--- src/rtl/decoder_scan_ctrl_pkg.sv ---
// Shared constants and FSM state encoding for the decoder scan controller.
// The 3-bit select drives a 3-to-8 decoder, so the requester count is fixed at 8.
package decoder_scan_ctrl_pkg;

   localparam int NUM_REQ = 8;
   localparam int SEL_W   = 3;

   localparam logic [0:0] STATE_IDLE  = 1'b0;
   localparam logic [0:0] STATE_GRANT = 1'b1;

   typedef enum logic [0:0] {
      IDLE  = STATE_IDLE,
      GRANT = STATE_GRANT
   } state_t;

endpackage

--- src/rtl/decoder_scan_ctrl_rr_pick.sv ---
// Rotating-base priority encoder: the first set request at or above base
// (wrapping 7->0) wins.
module rr_pick
   import decoder_scan_ctrl_pkg::*;
(
   input  logic [NUM_REQ-1:0] req,
   input  logic [SEL_W-1:0]   base,
   output logic [SEL_W-1:0]   idx,
   output logic               any
);

   logic [SEL_W-1:0] cand;

   // The candidate index wraps naturally through the 3-bit addition.
   always_comb begin
      idx  = {SEL_W{1'b0}};
      any  = 1'b0;
      cand = base;
      for (int i = 0; i < NUM_REQ; i++) begin
         cand = base + SEL_W'(i);
         if (req[cand] && !any) begin
            idx = cand;
            any = 1'b1;
         end else begin
            idx = idx;
         end
      end
   end

endmodule

--- src/rtl/decoder_scan_ctrl.sv ---
// Round-robin slot arbiter whose select drives a 3-to-8 decoder.
// All outputs are registered; slot_done marks the last cycle of every slot.
module decoder_scan_ctrl
   import decoder_scan_ctrl_pkg::*;
#(
   parameter int SLOT_CYCLES = 4,
   parameter int NUM_REQ     = 8
) (
   input  logic               sys_clk,
   input  logic               sys_rst,
   input  logic [NUM_REQ-1:0] req,
   output logic [SEL_W-1:0]   sel,
   output logic [NUM_REQ-1:0] grant,
   output logic               grant_vld,
   output logic               slot_done
);

   localparam int               CNT_W    = (SLOT_CYCLES > 1) ? $clog2(SLOT_CYCLES) : 1;
   localparam logic [CNT_W-1:0] CNT_LAST = CNT_W'(SLOT_CYCLES - 1);

   state_t             state;
   state_t             state_nxt;
   logic [CNT_W-1:0]   cnt;
   logic [CNT_W-1:0]   cnt_nxt;
   logic [SEL_W-1:0]   last;
   logic [SEL_W-1:0]   last_nxt;
   logic [SEL_W-1:0]   sel_nxt;
   logic [SEL_W-1:0]   base;
   logic [SEL_W-1:0]   pick_idx;
   logic               pick_any;
   logic               slot_end;
   logic               vld_nxt;
   logic               done_nxt;
   logic [NUM_REQ-1:0] grant_nxt;

   assign base = last + {{(SEL_W-1){1'b0}}, 1'b1};

   rr_pick u_rr_pick (
      .req  (req),
      .base (base),
      .idx  (pick_idx),
      .any  (pick_any)
   );

   // Next-state logic. slot_done is precomputed one edge ahead, so a slot
   // ends at the edge after slot_done is high; release is seen at the edge
   // that opens the cycle it terminates.
   always_comb begin
      state_nxt = state;
      cnt_nxt   = cnt;
      last_nxt  = last;
      sel_nxt   = sel;
      vld_nxt   = grant_vld;
      grant_nxt = grant;
      done_nxt  = 1'b0;
      case (state)
         IDLE:    slot_end = 1'b1;
         GRANT:   slot_end = slot_done;
         default: slot_end = 1'b1;
      endcase
      if (slot_end) begin
         if (pick_any) begin
            state_nxt = GRANT;
            cnt_nxt   = {CNT_W{1'b0}};
            last_nxt  = pick_idx;
            sel_nxt   = pick_idx;
            vld_nxt   = 1'b1;
            grant_nxt = {{(NUM_REQ-1){1'b0}}, 1'b1} << pick_idx;
            done_nxt  = (CNT_LAST == {CNT_W{1'b0}});
         end else begin
            state_nxt = IDLE;
            cnt_nxt   = {CNT_W{1'b0}};
            vld_nxt   = 1'b0;
            grant_nxt = {NUM_REQ{1'b0}};
            done_nxt  = 1'b0;
         end
      end else begin
         cnt_nxt  = cnt + {{(CNT_W-1){1'b0}}, 1'b1};
         done_nxt = (cnt_nxt == CNT_LAST) || !req[sel];
      end
   end

   // State and output registers; reset abandons any slot in progress.
   always_ff @(posedge sys_clk) begin
      if (sys_rst) begin
         state     <= IDLE;
         cnt       <= {CNT_W{1'b0}};
         last      <= {SEL_W{1'b1}};
         sel       <= {SEL_W{1'b0}};
         grant     <= {NUM_REQ{1'b0}};
         grant_vld <= 1'b0;
         slot_done <= 1'b0;
      end else begin
         state     <= state_nxt;
         cnt       <= cnt_nxt;
         last      <= last_nxt;
         sel       <= sel_nxt;
         grant     <= grant_nxt;
         grant_vld <= vld_nxt;
         slot_done <= done_nxt;
      end
   end

endmodule
--- config.mk ---
export PLATFORM = sky130hd
export DESIGN_NAME = decoder_scan_ctrl
export DESIGN_NICKNAME = d
export VERILOG_FILES = /design/src/rtl/decoder_scan_ctrl_pkg.sv /design/src/rtl/decoder_scan_ctrl_rr_pick.sv /design/src/rtl/decoder_scan_ctrl.sv
export SDC_FILE = /design/constraint.sdc
export NUM_CORES = 1
export LEC_CHECK = 0
export ABC_AREA = 0
export BUFFER_PORTS_ARGS = -buffer_cell sky130_fd_sc_hd__buf_4
export CORE_MARGIN = 4
export CORE_UTILIZATION = 58
export CTS_CLUSTER_DIAMETER = 200
export DETAILED_ROUTE_END_ITERATION = 16
export PLACE_DENSITY = 0.8
export SLEW_MARGIN = 0
export SYNTH_ARGS = -nofsm -noshare
export SYNTH_HDL_FRONTEND = slang
export SYNTH_SLANG_ARGS = --single-unit
--- constraint.sdc ---
create_clock -name sys_clk -period 4.2 [get_ports sys_clk]
set_input_delay 0.63 -clock sys_clk [delete_from_list [all_inputs] [get_ports sys_clk]]
set_output_delay 0.63 -clock sys_clk [all_outputs]
set_load 0.03 [all_outputs]
# ---- After elaboration in Yosys (flattened, before gate mapping)
# Index checks and enable logic that the tools add are counted.
dict set report op_classes {
  reduce_logical 18
  order_cmp 9
  shifts 1
  n_mux 37
  eq_ne 1
  addsub 9
  bitwise_logic 1
}
# cell count
set ops {}
lappend ops {{$lt 3x4->1 const B} 9}
lappend ops {{$bmux 1 s3} 9}
lappend ops {{$mux 3} 8}
lappend ops {{$mux 1} 18}
lappend ops {{$add 3x3->3 const B} 4}
lappend ops {{$logic_not 1->1} 8}
lappend ops {{$mux 8} 1}
lappend ops {{$shl 1x3->8 const A} 1}
lappend ops {{$logic_and 1x1->1} 7}
lappend ops {{$add 3x1->3 const B} 2}
lappend ops {{$add 3x2->3 const B} 2}
lappend ops {{$add 2x1->2 const B} 1}
lappend ops {{$eq 2x2->1 const B} 1}
lappend ops {{$pmux 1 s2} 1}
lappend ops {{$reduce_and 2->1} 1}
lappend ops {{$reduce_or 2->1} 1}
lappend ops {{$logic_or 1x1->1} 1}
lappend ops {{$not 1->1} 1}
dict set report word_totals {
  output_inout_bits 13
  elab_cells 82
  register_bits 18
  inputBits 10
}

# ---- Depth between registers and ports, before layout
# Gate-level depths: netlist of the first run.
dict set report logic_depth {
  ltp_word 27
  ltp_mapped 14
  mapped_depth_nobuf 9
}

# ---- By module
# Synthesis of the first run repeated with hierarchy kept, for this count alone.
dict set report hier_totals {
  hier_cells 171
  area_unflattened_um2 1660.3
}
# mod seq_area_each_um2 instances cells_each area_per_inst_um2
set by_module_without_submodules {}
lappend by_module_without_submodules {rr_pick 0.0 1 103 945.9}
lappend by_module_without_submodules {decoder_scan_ctrl 360.3 1 68 714.4}

# ---- Worst setup path after synthesis of the first run
# OpenSTA, ideal clock, no wires.
dict set report synth_path {
  path_kind {register to register}
  start {reg last[0]}
  end {reg grant[2]}
  t_arrival_ns 3.462
  stages_incl_launch_ff 13
  t_required_ns 4.071
  path_slack_ns 0.608
  synth_period_minus_slack_ns 3.592
  path_buffers 3
  setup_time_ns 0.129
  path_cell_list {dfxtp_1 -> buf_6 -> clkbuf_1 -> inv_1 -> ha_1 -> buf_6 -> mux4_2 -> or2_1 -> mux4_2 -> o311ai_4 -> nor3_2 -> a32oi_1 -> o31ai_1}
}
dict set report synth_between {
  elab_chain_cells 27
  elab_cells_between_ends 56
  classes_between {add/sub: 8; shift: 1; mux: 33; reduce/logical: 14}
}
# item line
set synth_lines {}
lappend synth_lines {{start: declaration} decoder_scan_ctrl.sv:25} ;# logic [SEL_W-1:0] last;
lappend synth_lines {{start signal: assignment} decoder_scan_ctrl.sv:88} ;# last <= {SEL_W{1'b1}};
lappend synth_lines {{start signal: assignment} decoder_scan_ctrl.sv:96} ;# last <= last_nxt;
lappend synth_lines {{$add 3x1->3 (*)} decoder_scan_ctrl.sv:36} ;# assign base = last + {{(SEL_W-1){1'b0}}, 1'b1};
lappend synth_lines {{branches (longest 25 deep; another with $add 3x1->3)} -}
lappend synth_lines {{$mux 8 (*)} decoder_scan_ctrl.sv:62} ;# if (pick_any) begin
lappend synth_lines {{end signal: assignment} decoder_scan_ctrl.sv:90} ;# grant <= {NUM_REQ{1'b0}};
lappend synth_lines {{end signal: assignment} decoder_scan_ctrl.sv:98} ;# grant <= grant_nxt;
lappend synth_lines {{end: declaration} decoder_scan_ctrl.sv:13} ;# output logic [NUM_REQ-1:0] grant,
# Mark *: on every way between the ends. The select of a mux whose other input is x is not followed.
# A chain may end at the register's enable or synchronous reset.

# ---- Final worst setup path of the first run
dict set report layout_path {
  start {reg last[0]}
  end {reg grant[1]}
}
# The elaborated chain is that of the path after synthesis.

==> results.yml, run 1 <==
worst_setup_path:
  path_class: "reg -> reg"
  cp.required_ns: 4.39
  crit_path_max_fanout: 10
  startpoint_type: "flop"
  endpoint_kind: "flop"
  arrival_ns: 3.88
layout:
  finalNetCount: 229
  layout-drive-gt1-share_pct: 30.70
  antenna_cells: 0
  area_growth_syn_to_layout_pct: 11.89
synth:
  synth_edf_count: 0
  synthTopCellsByArea: "dfxtp_1 (19%), mux4_2 (18%), mux2_2 (4.9%), nor2_1 (4.3%), mux2i_1 (3.2%)"
  synth.most_common_cell: "nor2_1"
  synth_flop_cell: "dfxtp_1"
  netlist_area_sq_um: 1852
  synth_fp_nets: 208
  ys_ff_latch: 18
  synth.largest_area_cell: "dfxtp_1"
  netlist_instances: 195
  yosys_warnings: 0
  syn-mean-instance-area_sq_um: 9.496
  netlist-cell-type-count: 58
  synth-seq-area-share_pct: 19.46
  netlist_top_cells_count: "nor2_1 (21), dfxtp_1 (18), mux4_2 (15)"
  yosys.area.top_type_share_pct: 19.46
  async_reset_ff_share_pct: 0
worst_hold_path:
  min_path_type: "reg -> reg"
global_routing:
  grt_pass1_wl_um: 7866
  grt_pass1_vias: 1641
  gr-total-overflow: 0
  grt_usage_pct: 23.51
  antenna_found_initial: 0
  grt_max_degree: 18
cts:
  numCtsBuffers: 3
  clk_latency_ns: 0.29
  cts_root_buf: "clkbuf_4"
  path_clk_slew_ns: 0.10
  postCtsSetupRepairBufs: 0
  htree_levels: 1
  cts_resized: 0
  cts_hold_buffers: 0
  cts_sinks: 18
  cts_max_path_buffers: 2
  cts_tree: "done"
run:
  cap_violations: 0
timing:
  rsz0062_at_grt: "false"
  hold_violations: 0
  fin_crit_sh_pct: 87.93
  layout_min_cycle_time_ns: 3.693
  slew_headroom_pct: 52.81
  fmax_mhz: 270.8
  tightest_slew_ns: 0.7014
  tns_ns: 0
  setup_violations: 0
  skew_ns: 0.0007210
  slew_violations: 0
floorplan:
  fp-row-count: 20
  die_w_um: 64.51
  die-area_sq_um: 4161
  die_h_um: 64.51
  core-area_sq_um: 3053
  ioPinCount: 23
  start_util_pct: 60.66
placement:
  dp.final_hpwl_um: 3629
  port_buffers: 22
  routabilityCongestion: 0.8767
detailed_routing:
  ant_nets: 0
  routedWlPerCell_um: 17.82
  wl_um: 4616
  via_per_inst: 6.788
  route.detailed.drc: 0
  dr_total_vias: 1758
  dr.pass1.iters: 5
  drtIter0Drc: 106
status:
  status: "finished clean"
[worst max-delay path: stages, from the launching register on]
cell      delay (ns)
dfxtp_1         0.34
inv_1           0.10
ha_1            0.43
buf_4           0.24
mux4_2          0.63
mux2i_1         0.50
o21a_1          0.21
o211ai_1        0.12
a221oi_2        0.63
nor2_1          0.09
a32o_1          0.28
[state kept, by name, indices dropped and copies added (netlist names)]
register	cells
slot_done	1
grant	8
cnt	2
last	3
sel	3
state	1
[routing by layer]
| layer | part of all wire, % | track usage (%) |
|---|---|---|
| met1 | 42 | 32.53 |
| met2 | 49 | 40.34 |
| met3 | 8.2 | 3.640 |
| met4 | 0.45 | 2.111 |
| met5 | 0 | 0 |
[cell usage in the layout (no fill, tap or decap), drive strengths merged, types with 2 or more instances in the layout]
cell type and count:
buf 26, nor2 22, dfxtp 18, mux4 15
nand2 13, a21oi 11, o21ai 10, mux2 8
inv 7, nor3 7, mux2i 7, or2 6
o211ai 5, o21a 4, a32oi 4, a32o 4
nor4 4, o31ai 4, clkbuf 4, a211oi 3
ha 3, nand2b 3, nand3 2, and2 2
a211o 2, or3 2
[final timing paths]
check                       startpoint               endpoint  slack (ns)  cells after the start
setup / recovery  last[0]$_SDFFE_PP1P_  grant[1]$_SDFFE_PP0P_        0.51                     10
hold / removal       cnt[0]$_SDFF_PP0_      cnt[0]$_SDFF_PP0_        0.43                      1
setup reg to reg  last[0]$_SDFFE_PP1P_  grant[1]$_SDFFE_PP0P_        0.51                     10
hold reg to reg      cnt[0]$_SDFF_PP0_      cnt[0]$_SDFF_PP0_        0.43                      1
[logic make-up after synthesis]
kind of cell,count (synthesis),synth area share (%)
buf+inv,17,5.000
simple gates,66,18.72
fa+ha+maj,3,2.027
xor+xnor,4,3.446
compound gates,57,24.26
mux,30,27.09
flops,18,19.46
[area by class of cell]
class	count	area, sq um
tap	44	55.05
inverter	7	26.28
clock buffer	4	36.28
multi-input combinational	160	1399
sequential	18	360.3
fill	265	980.9
timing repair buffer	26	195.2
[stage by stage]
step | cells | setup WS, ns | hold WS [ns] | util, % | area, sq um
after floorplan | 195 | 0.6083 | 0.3981 | - | 1852
after global placement | 255 | 0.7130 | 0.4119 | 66.68 | 2036
after detailed placement | 255 | 0.5978 | 0.4152 | 66.68 | 2036
after CTS | 259 | 0.5780 | 0.4298 | 67.87 | 2072
after global routing | 259 | 0.3119 | 0.4499 | 67.87 | 2072
final | 259 | 0.5071 | 0.4271 | 67.87 | 2072
Power of run 1 is not shown: default switching activity piles up to over one toggle a cycle in this logic, so the estimate is an artifact.
==> run 2, diff against run 1 <==
--- a/config.mk
+++ b/config.mk
@@ -7,7 +7,6 @@
 export LEC_CHECK = 0
 export ABC_AREA = 0
 export BUFFER_PORTS_ARGS = -buffer_cell sky130_fd_sc_hd__buf_4
-export CORE_MARGIN = 4
 export CORE_UTILIZATION = 58
 export CTS_CLUSTER_DIAMETER = 200
 export DETAILED_ROUTE_END_ITERATION = 16
==> run 2 against run 1 <==
Maximum frequency is 1.2% lower. Clock skew is 0.0012 ns higher. Core utilization is 0.25 points lower. Largest cell class unchanged. Critical path depth stayed put. Non-clock buffer count is 1 lower. Final cell count is 0.39% lower. Hold slack better by 0.010 ns. Global-route usage is 5.7 points higher. Design area is 0.36% lower. Flip-flop and latch count stayed put. Critical endpoint is now grant[5]$_SDFFE_PP0P_. Sequential share of layout area is 0.063 points higher.
==> results.yml, run 2 (same netlist as run 1, synthesis figures left out) <==
worst_setup_path:
  r2r_slack_ns: 0.46
  cp.required_ns: 4.40
  arrival_ns: 3.93
  endpoint_kind: "flop"
  crit_path_max_fanout: 14
  startpoint: "last[0]$_SDFFE_PP1P_"
  r2r-end: "grant[5]$_SDFFE_PP0P_"
  startpoint_type: "flop"
  r2r_cells: 10
  path_class: "reg -> reg"
  r2r_start: "last[0]$_SDFFE_PP1P_"
layout:
  top_register: "grant"
  area_growth_syn_to_layout_pct: 11.49
  layout-drive-gt1-share_pct: 30.37
  layout_common_cells: "buf_4 (25), nor2_1 (21), dfxtp_1 (18)"
  finalInstanceArea_sq_um: 2064
  largest_reg_flops: 8
  fin_cells: 258
  antenna_cells: 0
  fillers: 245
  largestRegisters: "grant x8, last x3, sel x3"
  multi_input_area_sq_um: 1399
  finalNetCount: 228
  final_common_cell: "buf_4"
  regArea_sq_um: 360.3
global_routing:
  grt_usage_pct: 29.20
  grt_max_degree: 18
  antenna_found_initial: 0
  grt_pass1_wl_um: 7803
  gr-total-overflow: 0
  grt_pass1_vias: 1597
timing:
  layout_min_cycle_time_ns: 3.736
  tns_ns: 0
  slew_violations: 0
  fin_crit_sh_pct: 88.96
  rsz0062_at_grt: "false"
  skew_ns: 0.001925
  tightest_slew_ns: 0.7198
  hold_violations: 0
  fmax_mhz: 267.7
  slew_headroom_pct: 52.01
  setup_violations: 0
floorplan:
  die_h_um: 58.51
  die-area_sq_um: 3423
  start_util_pct: 60.66
  die_w_um: 58.51
  fp-row-count: 20
  ioPinCount: 23
  core-area_sq_um: 3053
placement:
  dp.cells: 254
  placedInstanceArea_sq_um: 2028
  routabilityCongestion: 0.8923
  dp.final_hpwl_um: 3455
  port_buffers: 22
worst_hold_path:
  min_to: "cnt[0]$_SDFF_PP0_"
  min_path_type: "reg -> reg"
  worstHoldStart: "cnt[0]$_SDFF_PP0_"
  holdPathStages: 1
cts:
  cts_hold_buffers: 0
  cts_tree: "done"
  cts_resized: 0
  cts_root_buf: "clkbuf_4"
  numCtsBuffers: 3
  clk_latency_ns: 0.29
  cts_sinks: 18
  path_clk_slew_ns: 0.10
  cts_max_path_buffers: 2
  postCtsSetupRepairBufs: 0
  htree_levels: 1
detailed_routing:
  drtIter0Drc: 91
  route.detailed.drc: 0
  dr.pass1.iters: 5
  routedWlPerCell_um: 17.72
  ant_nets: 0
  dr_total_vias: 1761
  via_per_inst: 6.826
  wl_um: 4573
status:
  status: "finished clean"
run:
  cap_violations: 0
run 2: how the worst max path moves through the flow:
stage / end / slack (ns)
floorplan: grant[2]$_SDFFE_PP0P_ / 0.61
global placement: grant[5]$_SDFFE_PP0P_ / 0.62
detailed placement: grant[5]$_SDFFE_PP0P_ / 0.50
CTS: grant[5]$_SDFFE_PP0P_ / 0.48
global route: grant[0]$_SDFFE_PP0P_ / 0.20
finish: grant[5]$_SDFFE_PP0P_ / 0.46
run 2: metal layers:
metal / share of wire [%] / vias to the layer above / global-route usage [%]
met4: 0.94 / 0 / 5.102
met3: 8.0 / 6 / 4.396
met5: 0 / - / 0
li1: - / 808 / -
met2: 49 / 95 / 46.14
met1: 42 / 852 / 43.16
run 2: per-stage QoR:
stage	hold slack, ns	setup WS [ns]	utilization (%)
2_1_floorplan	0.3981	0.6083	-
3_3_place_gp	0.4093	0.6182	66.43
3_5_place_dp	0.4222	0.4979	66.43
4_1_cts	0.4372	0.4789	67.62
5_1_grt	0.4676	0.1960	67.62
6_report	0.4373	0.4639	67.62
run 2: worst max-delay path, cell delays in order, from the launching register on:
cell and delay [ns]:
dfxtp_1 0.34, inv_1 0.11, ha_1 0.67, buf_4 0.30
mux4_2 0.54, mux2_2 0.32, nor2_1 0.15, o211ai_1 0.14
a221oi_2 0.67, nor2_1 0.10, a32o_1 0.29
run 2: area by class of cell:
type                       instances  share of cell area (%)
inverter                           7                   1.273
sequential                        18                   17.45
timing repair buffer              25                   9.091
clock buffer                       4                   1.758
tap                               44                   2.667
multi-input combinational        160                   67.76
Power of run 2 is left out for the same reason.
==> run 3, diff against run 2 <==
--- a/config.mk
+++ b/config.mk
@@ -5,7 +5,7 @@
 export SDC_FILE = /design/constraint.sdc
 export NUM_CORES = 1
 export LEC_CHECK = 0
-export ABC_AREA = 0
+export ABC_AREA = 1
 export BUFFER_PORTS_ARGS = -buffer_cell sky130_fd_sc_hd__buf_4
 export CORE_UTILIZATION = 58
 export CTS_CLUSTER_DIAMETER = 200
==> run 3 against run 2 <==
First-iteration DRC count is 16% higher. Via count is 5.9% higher. Flip-flop and latch count stayed put. Synthesized cell count is 52% higher. Largest cell class unchanged. Highest routed layer unchanged.
==> results.yml, run 3 <==
cts:
  postCtsSetupRepairBufs: 0
  cts_resized: 0
  cts_max_path_buffers: 2
  htree_levels: 1
  cts_root_buf: "clkbuf_4"
  cts_hold_buffers: 0
  numCtsBuffers: 3
  cts_sinks: 18
  path_clk_slew_ns: 0.10
  cts_tree: "done"
  clk_latency_ns: 0.30
detailed_routing:
  via_per_inst: 5.375
  wl_um: 4278
  route.detailed.drc: 0
  wl_met2_um: 2062
  routedWlPerCell_um: 12.33
  met3_wirelength_um: 173
  drtIter0Drc: 106
  route.top_layer_used: "met4"
  met1_length_um: 1952
  dr.pass1.iters: 4
  ant_nets: 0
  dr_total_vias: 1865
synth:
  synthTopCellsByArea: "nand2_1 (26%), dfxtp_1 (21%), nand3_1 (8.6%), nand2_2 (7.5%), inv_1 (6.0%)"
  netlist_instances: 296
  synth_edf_count: 0
  synth.largest_area_cell: "nand2_1"
  async_reset_ff_share_pct: 0
  synth-seq-area-share_pct: 20.57
  netlist_area_sq_um: 1752
  synth.most_common_cell: "nand2_1"
  synth_fp_nets: 309
  syn-mean-instance-area_sq_um: 5.918
  yosys_warnings: 0
  synth_flop_cell: "dfxtp_1"
  yosys.area.top_type_share_pct: 26.14
  netlist_top_cells_count: "nand2_1 (122), nand3_1 (30), inv_1 (28)"
  ys_ff_latch: 18
  netlist-cell-type-count: 31
layout:
  layout_common_cells: "nand2_1 (122), nand3_1 (30), inv_1 (28)"
  antenna_cells: 0
  final_common_cell: "nand2_1"
  largestRegisters: "grant x8, last x3, sel x3"
  fillers: 287
  largest_reg_flops: 8
  area_growth_syn_to_layout_pct: 10.57
  layout-drive-gt1-share_pct: 23.73
  top_register: "grant"
  finalNetCount: 330
placement:
  dp.final_hpwl_um: 3400
  routabilityCongestion: 0.8959
  port_buffers: 22
global_routing:
  grt_pass1_wl_um: 7100
  gr-total-overflow: 0
  grt_usage_pct: 27.90
  grt_pass1_vias: 1640
  antenna_found_initial: 0
  grt_max_degree: 20
worst_setup_path:
  path_class: "reg -> reg"
  cp.required_ns: 4.41
  arrival_ns: 3.34
  r2r-end: "grant[5]$_SDFFE_PP0P_"
  r2r_slack_ns: 1.07
  r2r_cells: 19
  crit_path_max_fanout: 19
  endpoint_kind: "flop"
  startpoint_type: "flop"
  r2r_start: "last[0]$_SDFFE_PP1P_"
floorplan:
  ioPinCount: 23
  core-area_sq_um: 2805
  fp-row-count: 19
  die-area_sq_um: 3244
  die_h_um: 56.96
  start_util_pct: 62.44
  die_w_um: 56.96
status:
  status: "finished clean"
timing:
  setup_violations: 0
  fin_crit_sh_pct: 74.54
  tns_ns: 0
  fmax_mhz: 319.4
  slew_headroom_pct: 53.88
  tightest_slew_ns: 0.6892
  skew_ns: 0.005554
  slew_violations: 0
  hold_violations: 0
  layout_min_cycle_time_ns: 3.131
  rsz0062_at_grt: "false"
worst_hold_path:
  holdPathStages: 1
  min_path_type: "reg -> reg"
  min_to: "cnt[0]$_SDFF_PP0_"
  worstHoldStart: "cnt[0]$_SDFF_PP0_"
run:
  cap_violations: 0
-- run 3: cell families after synthesis --
kind of cell / share of synthesized area, %
buffers and inverters: 11.14
AND/OR/NAND/NOR: 58.50
flip-flops: 20.57
AO/OA/AOI/OAI: 7.643
adder cells (fa/ha/maj): 2.143
-- run 3: worst max path at each step --
stage | start | endpoint
3_5_place_dp | last[0]$_SDFFE_PP1P_ | grant[5]$_SDFFE_PP0P_
3_3_place_gp | last[0]$_SDFFE_PP1P_ | grant[5]$_SDFFE_PP0P_
5_1_grt | last[0]$_SDFFE_PP1P_ | grant[4]$_SDFFE_PP0P_
4_1_cts | last[0]$_SDFFE_PP1P_ | grant[4]$_SDFFE_PP0P_
6_report | last[0]$_SDFFE_PP1P_ | grant[5]$_SDFFE_PP0P_
2_1_floorplan | last[0]$_SDFFE_PP1P_ | grant[2]$_SDFFE_PP0P_
-- run 3: metal layers --
| metal | global-route usage [%] | vias to the layer above |
|---|---|---|
| li1 | - | 977 |
| met1 | 35.08 | 829 |
| met2 | 49.08 | 51 |
| met3 | 1.134 | 8 |
| met4 | 13.59 | 0 |
| met5 | 0 | - |
-- run 3: area by class of cell --
class | count | area [sq um] | share of cell area (%)
Multi-Input combinational cell | 237 | 1196 | 61.76
Sequential cell | 18 | 360.3 | 18.60
Timing Repair Buffer | 23 | 172.7 | 8.915
Inverter | 34 | 132.6 | 6.848
Tap cell | 31 | 38.79 | 2.003
Clock buffer | 4 | 36.28 | 1.873
-- run 3: worst max-delay path: stages (launching register included) --
cell and delay, ns:
dfxtp_1 0.32, buf_4 0.23, inv_6 0.11, ha_1 0.46, inv_1 0.37, nand2_1 0.16, nand2_4 0.14, nand2_1 0.06
nand2_1 0.09, nand2_1 0.06, nand2_2 0.10, nand4_1 0.11, nor2_1 0.15, nand3_1 0.10, nor2_1 0.21, nor2_2 0.11
nand3_2 0.11, inv_2 0.04, nand2_1 0.05, nand2_1 0.05
-- run 3: stage by stage --
stage	setup slack (ns)	hold slack, ns	std cells	utilization (%)	instance area (sq um)
after detailed placement	1.143	0.4076	343	67.75	1901
after global routing	0.8091	0.4383	347	69.05	1937
after global placement	1.165	0.4025	343	67.75	1901
after floorplan	1.797	0.3922	296	-	1752
final	1.069	0.4208	347	69.05	1937
after CTS	1.123	0.4218	347	69.05	1937
Power of run 3 is left out for the same reason.
